--- config.mk ---
export PLATFORM = sky130hd
export DESIGN_NAME = button_event
export DESIGN_NICKNAME = d
export VERILOG_FILES = /design/src/rtl/button_event.sv
export SDC_FILE = /design/constraint.sdc
export NUM_CORES = 1
export LEC_CHECK = 0
export ABC_AREA = 1
export ABC_CLOCK_PERIOD_IN_PS = 3600
export CORE_ASPECT_RATIO = 0.9
export CORE_MARGIN = 3
export CORE_UTILIZATION = 48
export CTS_CLUSTER_DIAMETER = 100
export CTS_CLUSTER_SIZE = 24
export DETAILED_ROUTE_END_ITERATION = 10
export GPL_TIMING_DRIVEN = 0
export PLACE_DENSITY = 0.66
export SLEW_MARGIN = 30
export SYNTH_ARGS = -nofsm -noshare
export SYNTH_HDL_FRONTEND = slang
export SYNTH_SLANG_ARGS = --single-unit
export TNS_END_PERCENT = 50
--- constraint.sdc ---
create_clock -name clk -period 3.6 [get_ports clk]
set_clock_uncertainty 0.15 [all_clocks]
set_input_delay 0.54 -clock clk [delete_from_list [all_inputs] [get_ports clk]]
set_output_delay 0.54 -clock clk [all_outputs]
set_load 0.05 [all_outputs]
--- src/rtl/button_event.sv ---
// button_event: turns a debounced, synchronous, active-high button level into
// single-cycle event pulses (press, release, short-press, long-press and an
// optional auto-repeat) plus a "held" level.
//
// Build option: define BUTTON_AUTO_REPEAT_EN to enable periodic repeat_pulse
// events while a long hold continues. When it is undefined, repeat_pulse is
// tied low and the hold counter freezes once the long threshold is reached.
//
// Handshake: none. btn is sampled on every rising clk edge. Each output is
// registered and reflects the btn value sampled at the previous edge.
//
// The FSM state is kept in the signal 'state' (type state_t) so it can be
// probed hierarchically.

module button_event #(
    parameter int unsigned LONG_CYCLES   = 50_000_000,
    parameter int unsigned REPEAT_CYCLES = 10_000_000,
    parameter int unsigned CNT_WIDTH     = 26
) (
    input  logic clk,
    input  logic rst_n,
    input  logic btn,
    output logic press_pulse,
    output logic release_pulse,
    output logic short_press,
    output logic long_press,
    output logic repeat_pulse,
    output logic held
);

    // Elaboration-time sanity check of the configuration.
    localparam longint unsigned CNT_SPAN = 64'd1 << CNT_WIDTH;

    if ((LONG_CYCLES < 2) || (REPEAT_CYCLES < 1) ||
        (CNT_SPAN <= 64'(LONG_CYCLES)) || (CNT_SPAN <= 64'(REPEAT_CYCLES))) begin : g_cfg_error
        $error("button_event: invalid LONG_CYCLES/REPEAT_CYCLES/CNT_WIDTH combination");
    end

    localparam logic [CNT_WIDTH-1:0] LONG_CNT = CNT_WIDTH'(LONG_CYCLES);
    localparam logic [CNT_WIDTH-1:0] CNT_ONE  = CNT_WIDTH'(1);

`ifdef BUTTON_AUTO_REPEAT_EN
    localparam logic [CNT_WIDTH-1:0] REPEAT_CNT = CNT_WIDTH'(REPEAT_CYCLES);
`endif

    typedef enum logic [1:0] {
        IDLE  = 2'd0,
        PRESS = 2'd1,
        LONG  = 2'd2
    } state_t;

    state_t               state;
    state_t               state_next;
    logic [CNT_WIDTH-1:0] counter;
    logic [CNT_WIDTH-1:0] counter_next;
    logic                 btn_prev;
    logic                 rise;

    logic press_next;
    logic release_next;
    logic short_next;
    logic long_next;
    logic held_next;

`ifdef BUTTON_AUTO_REPEAT_EN
    logic repeat_next;
    logic repeat_q;
`endif

    // Only the rising edge is needed explicitly: in PRESS and LONG the
    // previous sample is always 1, so btn==0 there is already a falling edge.
    assign rise = btn & ~btn_prev;

    // Next-state, counter and event decode; all outputs are registered below.
    always_comb begin
        state_next   = state;
        counter_next = counter;
        press_next   = 1'b0;
        release_next = 1'b0;
        short_next   = 1'b0;
        long_next    = 1'b0;
        held_next    = 1'b0;
`ifdef BUTTON_AUTO_REPEAT_EN
        repeat_next  = 1'b0;
`endif

        case (state)
            IDLE: begin
                counter_next = '0;
                if (rise) begin
                    press_next   = 1'b1;
                    held_next    = 1'b1;
                    counter_next = CNT_ONE;
                    state_next   = PRESS;
                end
            end

            PRESS: begin
                // held stays high through the cycle carrying release_pulse.
                held_next = 1'b1;
                if (!btn) begin
                    // Release wins over a simultaneous long threshold.
                    release_next = 1'b1;
                    short_next   = 1'b1;
                    counter_next = '0;
                    state_next   = IDLE;
                end else if (counter == LONG_CNT) begin
                    long_next    = 1'b1;
                    counter_next = CNT_ONE;
                    state_next   = LONG;
                end else begin
                    counter_next = counter + CNT_ONE;
                end
            end

            LONG: begin
                held_next = 1'b1;
                if (!btn) begin
                    // Release wins over a simultaneous repeat boundary.
                    release_next = 1'b1;
                    counter_next = '0;
                    state_next   = IDLE;
                end else begin
`ifdef BUTTON_AUTO_REPEAT_EN
                    if (counter == REPEAT_CNT) begin
                        repeat_next  = 1'b1;
                        counter_next = CNT_ONE;
                    end else begin
                        counter_next = counter + CNT_ONE;
                    end
`else
                    counter_next = counter;
`endif
                end
            end

            default: begin
                counter_next = '0;
                state_next   = IDLE;
            end
        endcase
    end

    // State, counter, edge history and registered outputs.
    always_ff @(posedge clk) begin
        if (!rst_n) begin
            state         <= IDLE;
            counter       <= '0;
            // A button held through reset must not look like a fresh press.
            btn_prev      <= 1'b1;
            press_pulse   <= 1'b0;
            release_pulse <= 1'b0;
            short_press   <= 1'b0;
            long_press    <= 1'b0;
            held          <= 1'b0;
        end else begin
            state         <= state_next;
            counter       <= counter_next;
            btn_prev      <= btn;
            press_pulse   <= press_next;
            release_pulse <= release_next;
            short_press   <= short_next;
            long_press    <= long_next;
            held          <= held_next;
        end
    end

`ifdef BUTTON_AUTO_REPEAT_EN
    // Registered auto-repeat event.
    always_ff @(posedge clk) begin
        if (!rst_n) begin
            repeat_q <= 1'b0;
        end else begin
            repeat_q <= repeat_next;
        end
    end

    assign repeat_pulse = repeat_q;
`else
    assign repeat_pulse = 1'b0;
`endif

endmodule
Word level (Yosys, flattened, before mapping)

Cells that the tools add are included.

Logic and storage cells: 38
Memories kept: 0
Input port bits: 3
Bits in latches: 0
Bits in registers: 34
Bits in writable memories: 0
Output and inout port bits: 6
ROM bits: 0

Eq/ne operators: 6
Divide/modulo/power cells: 0
Multiply operators: 0
Magnitude comparators: 0
Shifts and indexed selects: 0
Reduce and logical (&&, ||, !) cells: 7
$add $sub $neg: 1
Bitwise gates (word level): 2
Multiplexer cells: 14

Operator list:

| operator                                       | count |
|---|---|
| 2-to-1 mux 26 bit                              | 3 |
| case mux 26 bit (3 select lines)               | 1 |
| adder 26 x 1 -> 26 bit (second input constant) | 1 |
| == test 26 bit (second input constant)         | 1 |
| 2-to-1 mux 2 bit                               | 4 |
| case mux 2 bit (3 select lines)                | 1 |
| AND reduction 2 bit                            | 3 |
| AND reduction 3 bit                            | 2 |
| 2-to-1 mux 1 bit                               | 4 |
| != test 2 bit (second input constant)          | 2 |
| != test 3 bit (second input constant)          | 1 |
| == test 2 x 1 -> 1 bit (second input constant) | 1 |
| == test 2 bit (second input constant)          | 1 |
| logical NOT 2 bit                              | 1 |
| case mux 1 bit (2 select lines)                | 1 |
| OR reduction 2 bit                             | 1 |
| bitwise AND 1 bit                              | 1 |
| inverter 1 bit                                 | 1 |

Depth between registers and ports, before layout

Depth after elaboration: 4
Depth in mapped cells: 12
Mapped depth without buffers: 12

Worst setup path after synthesis

OpenSTA, ideal clock, no wires.

Path type: register to register
Start: reg state[0]
End: reg counter[15]
Setup slack: 1880 ps
Required time: 3332 ps
Stages on the path, launching flop included: 12
Clock period less this slack: 1720 ps
Arrival time: 1452 ps
Library setup time: 118 ps
Cells stage by stage: dfxtp_1 -> inv_1 -> ha_1 -> nand2_2 -> inv_4 -> nor2_4 -> nand2_2 -> nor2_4 -> nand2_2 -> nor2_1 -> nand2_1 -> nor3b_1

Longest elaborated chain between the ends: 2
Elaborated cells between the ends (all ways): 5

RTL lines:

| element                                                           | line | text |
|---|---|---|
| start, declared                                                   | 52   | `state_t state;` |
| start signal, assigned                                            | 157  | `state <= state_next;` |
| == test 2 bit, or another cell as far along                       | 87   | `case (state)` |
| case mux 26 bit (3 select lines) or != test 2 bit (tied branches) | -    |  |
| end signal, assigned                                              | 158  | `counter <= counter_next;` |
| end, declared                                                     | 54   | `logic [CNT_WIDTH-1:0] counter;` |

Parallel ways exist; a longest one is shown, timed or not.
A chain may end at the register's enable or synchronous reset.

Worst setup path after layout

Start: in btn
End: reg counter[15]

Longest elaborated chain between the ends: 2
Elaborated cells between the ends (all ways): 3

RTL lines:

| element                          | line | text |
|---|---|---|
| start, declared                  | 22   | `input logic btn,` |
| 2-to-1 mux 26 bit                | 101  | `if (!btn) begin` |
| case mux 26 bit (3 select lines) | 87   |  |

Parallel ways exist; a longest one is shown, timed or not.

==> results.py <==
metrics = {
    "outcome": {
        "status": "complete, no violations",
    },
    "setup_path": {
        "startpoint_type": "primary input",
        "r2r_cells": 11,
        "critical_path_class": "in2reg",
        "cp_max_fo": 7,
        "cp.arrival_ps": 2160,
        "startpoint": "btn",
        "r2r_slack_ps": 1650,
        "r2r_start": "state[0]",
        "r2r_end": "counter[15]",
        "critPathRequiredTime_ps": 3630,
        "endpoint": "counter[15]",
        "cp-end-kind": "flip-flop",
    },
    "placed_design": {
        "hpwl_um": 2850,
        "gp_congestion": 0.864,
        "preCtsSetupSlack_ps": 1160,
        "dp.cells": 299,
        "io_buffers": 7,
    },
    "die": {
        "initial_core_util": 0.515,
        "num_rows": 20,
        "die_h_um": 64.2,
        "io_pins": 9,
        "core-area_mm2": 0.00350,
        "die_area_mm2": 0.00453,
        "die_w_um": 70.6,
    },
    "yosys": {
        "ys_seq_area_frac": 0.377,
        "synth_fp_nets": 257,
        "synth_top_area_share": 0.377,
        "syn_inst": 248,
        "yosys.area.top_type": "dfxtp_1",
        "syn_area_per_cell_um2": 7.28,
        "ys_types": 29,
        "synthTopCellsByArea": "dfxtp_1 38%, nand2_1 10%, nor2_1 8.7%",
        "synth-seq-cells": 34,
        "syn_area_mm2": 0.00181,
        "synth_warnings": 0,
    },
    "sta": {
        "fin_crit_sh": 0.593,
        "setup_tns_ps": 0,
        "min_period_ps": 2140,
        "finalSetupViolCount": 0,
        "fmax_ghz": 0.468,
        "layout_setup_ws_ps": 1460,
        "rsz0062_at_grt": "no",
        "tightest_slew_ps": 500,
        "max-slew-margin-rel": 0.666,
        "slew_violations": 0,
        "hold_viol_final": 0,
    },
    "power": {
        "p_leak_nw": 0.749,
        "p_per_area_mw_per_mm2": 374,
        "vdd_drop_max_v": 0.000227,
        "total_power_w": 0.000762,
    },
    "clock_network": {
        "post_cts_buffers": 0,
        "cts-root-buf": "clkbuf_8",
        "clk_path_buf_depth": 2,
        "clock_sinks": 34,
        "cts_tree": "built",
        "cts_hold_buffers": 0,
        "htreeDepth": 2,
        "cts.repair.resized": 0,
        "clock_latency_ps": 290,
        "clk_pin_slew_worst_paths_ps": 80,
        "numCtsBuffers": 5,
    },
    "global_routing": {
        "overflow": 0,
        "antenna_found_initial": 0,
        "grtUsageTotal": 0.183,
        "grt_max_degree": 12,
        "grt_pass1_wl_um": 6460,
        "first_global_vias": 1368,
    },
    "layout": {
        "drive_gt1_frac": 0.118,
        "num_antenna_cells": 0,
        "synthToLayoutAreaGrowth_pct": 13.0,
        "fill_cells": 355,
        "fin_cells": 307,
        "design.final.nets": 271,
        "fin_util": 0.582,
    },
    "route": {
        "drt_wl_total_um": 3770,
        "antenna_left": 0,
        "wl_per_cell_um": 12.3,
        "vias": 1504,
        "viasPerCell": 4.90,
        "drtIter0Drc": 107,
        "drcViolationCount": 0,
        "first_pass_iters": 4,
    },
    "job": {
        "cap_violations": 0,
    },
    "worst_hold_path": {
        "hp-class": "reg2reg",
    },
}
-- cells in the final DEF, fill, tap and decap left out --
| master | count |
|---|---|
| a211oi_1 | 1 |
| a21oi_1 | 9 |
| buf_2 | 1 |
| buf_4 | 1 |
| buf_6 | 2 |
| bufinv_16 | 1 |
| clkbuf_8 | 5 |
| clkdlybuf4s50_1 | 7 |
| clkinv_1 | 1 |
| clkinv_2 | 2 |
| conb_1 | 1 |
| dfxtp_1 | 34 |
| ha_1 | 6 |
| inv_1 | 27 |
| inv_4 | 1 |
| nand2_1 | 49 |
| nand2_2 | 8 |
| nand2_4 | 1 |
| nand3_1 | 17 |
| nand3b_1 | 1 |
| nand4_1 | 6 |
| nor2_1 | 42 |
| nor2_2 | 3 |
| nor2_4 | 3 |
| nor3_1 | 9 |
| nor3_2 | 1 |
| nor3_4 | 1 |
| nor3b_1 | 2 |
| nor4_1 | 3 |
| o21ai_0 | 1 |
| o21bai_2 | 1 |
| xnor2_1 | 1 |
| xor2_1 | 15 |
-- state kept, by name (all words and copies together) (netlist names) --
| name | count |
|---|---|
| btn_prev | 1 |
| press_pulse | 1 |
| release_pulse | 1 |
| held | 1 |
| short_press | 1 |
| counter | 26 |
| long_press | 1 |
| state | 2 |
-- stage by stage --
step           hold WS (ps)  cell area [um^2]
6_report                355              2040
5_1_grt                 398              2040
4_1_cts                 357              2040
3_5_place_dp            345              1930
3_3_place_gp            348              1930
2_1_floorplan           322              1810
-- metal layers --
metal | vias to the layer above | wire [um] | track usage
met3 | 7 | 153 | 0.0425
met1 | 663 | 2080 | 0.276
met2 | 20 | 1490 | 0.250
met4 | 0 | 48 | 0.0634
li1 | 814 | - | -
met5 | - | 0 | 0
-- cell families (layout without fill, tap and decap cells) --
kind of cell	Yosys count	after routing	share of synthesized area
AND/OR/NAND/NOR	146	146	0.383
adder cells (fa/ha/maj)	6	6	0.0416
flip-flops	34	34	0.377
buffers and inverters	33	48	0.0811
other	1	1	0.00208
AO/OA/AOI/OAI	12	12	0.0381
XOR/XNOR	16	16	0.0776
-- synth_stat cells --
cell type	number
nand2_1	49
nor2_1	42
dfxtp_1	34
inv_1	27
nand3_1	17
xor2_1	15
a21oi_1	9
nor3_1	9
nand2_2	8
ha_1	6
nand4_1	6
nor2_2	3
nor2_4	3
nor4_1	3
buf_6	2
nor3b_1	2
a211oi_1	1
buf_2	1
buf_4	1
clkinv_1	1
conb_1	1
inv_4	1
nand2_4	1
nand3b_1	1
nor3_2	1
nor3_4	1
o21ai_0	1
o21bai_2	1
xnor2_1	1
-- where the power goes --
group	switching, W	internal (W)	leakage (nW)
clock	0.000144	0.000204	0.0579
sequential	0.00000198	0.000379	0.274
combinational	0.0000224	0.0000111	0.417
-- cell type report --
| cell class | instances | area [um^2] | area share |
|---|---|---|---|
| Clock buffer | 5 | 68.8 | 0.0337 |
| Tap cell | 44 | 55.1 | 0.0270 |
| Clock inverter | 3 | 40.0 | 0.0196 |
| Timing Repair Buffer | 7 | 70.1 | 0.0344 |
| Sequential cell | 34 | 681 | 0.334 |
| Buffer | 4 | 35.0 | 0.0172 |
| Inverter | 29 | 111 | 0.0546 |
| Multi-Input combinational cell | 181 | 978 | 0.480 |
-- critical path, cell delays in order --
cell,delay (ps)
clkdlybuf4s50_1,540
nand2_2,190
inv_4,90
nor2_4,140
nand2_2,100
nor2_4,180
nand2_2,70
nor2_1,130
nand2_1,60
nor3b_1,120
-- worst min-delay path by stage --
stage / startpoint / end / cells past startpoint / slack [ps]
after floorplan: state[1] / state[1] / 2 / 320
after global placement: counter[25] / counter[25] / 2 / 350
after detailed placement: counter[1] / counter[1] / 2 / 350
after CTS: counter[1] / counter[1] / 2 / 360
after global routing: counter[1] / counter[1] / 2 / 400
final: counter[1] / counter[1] / 2 / 360
(Power assumes the default switching activity.)
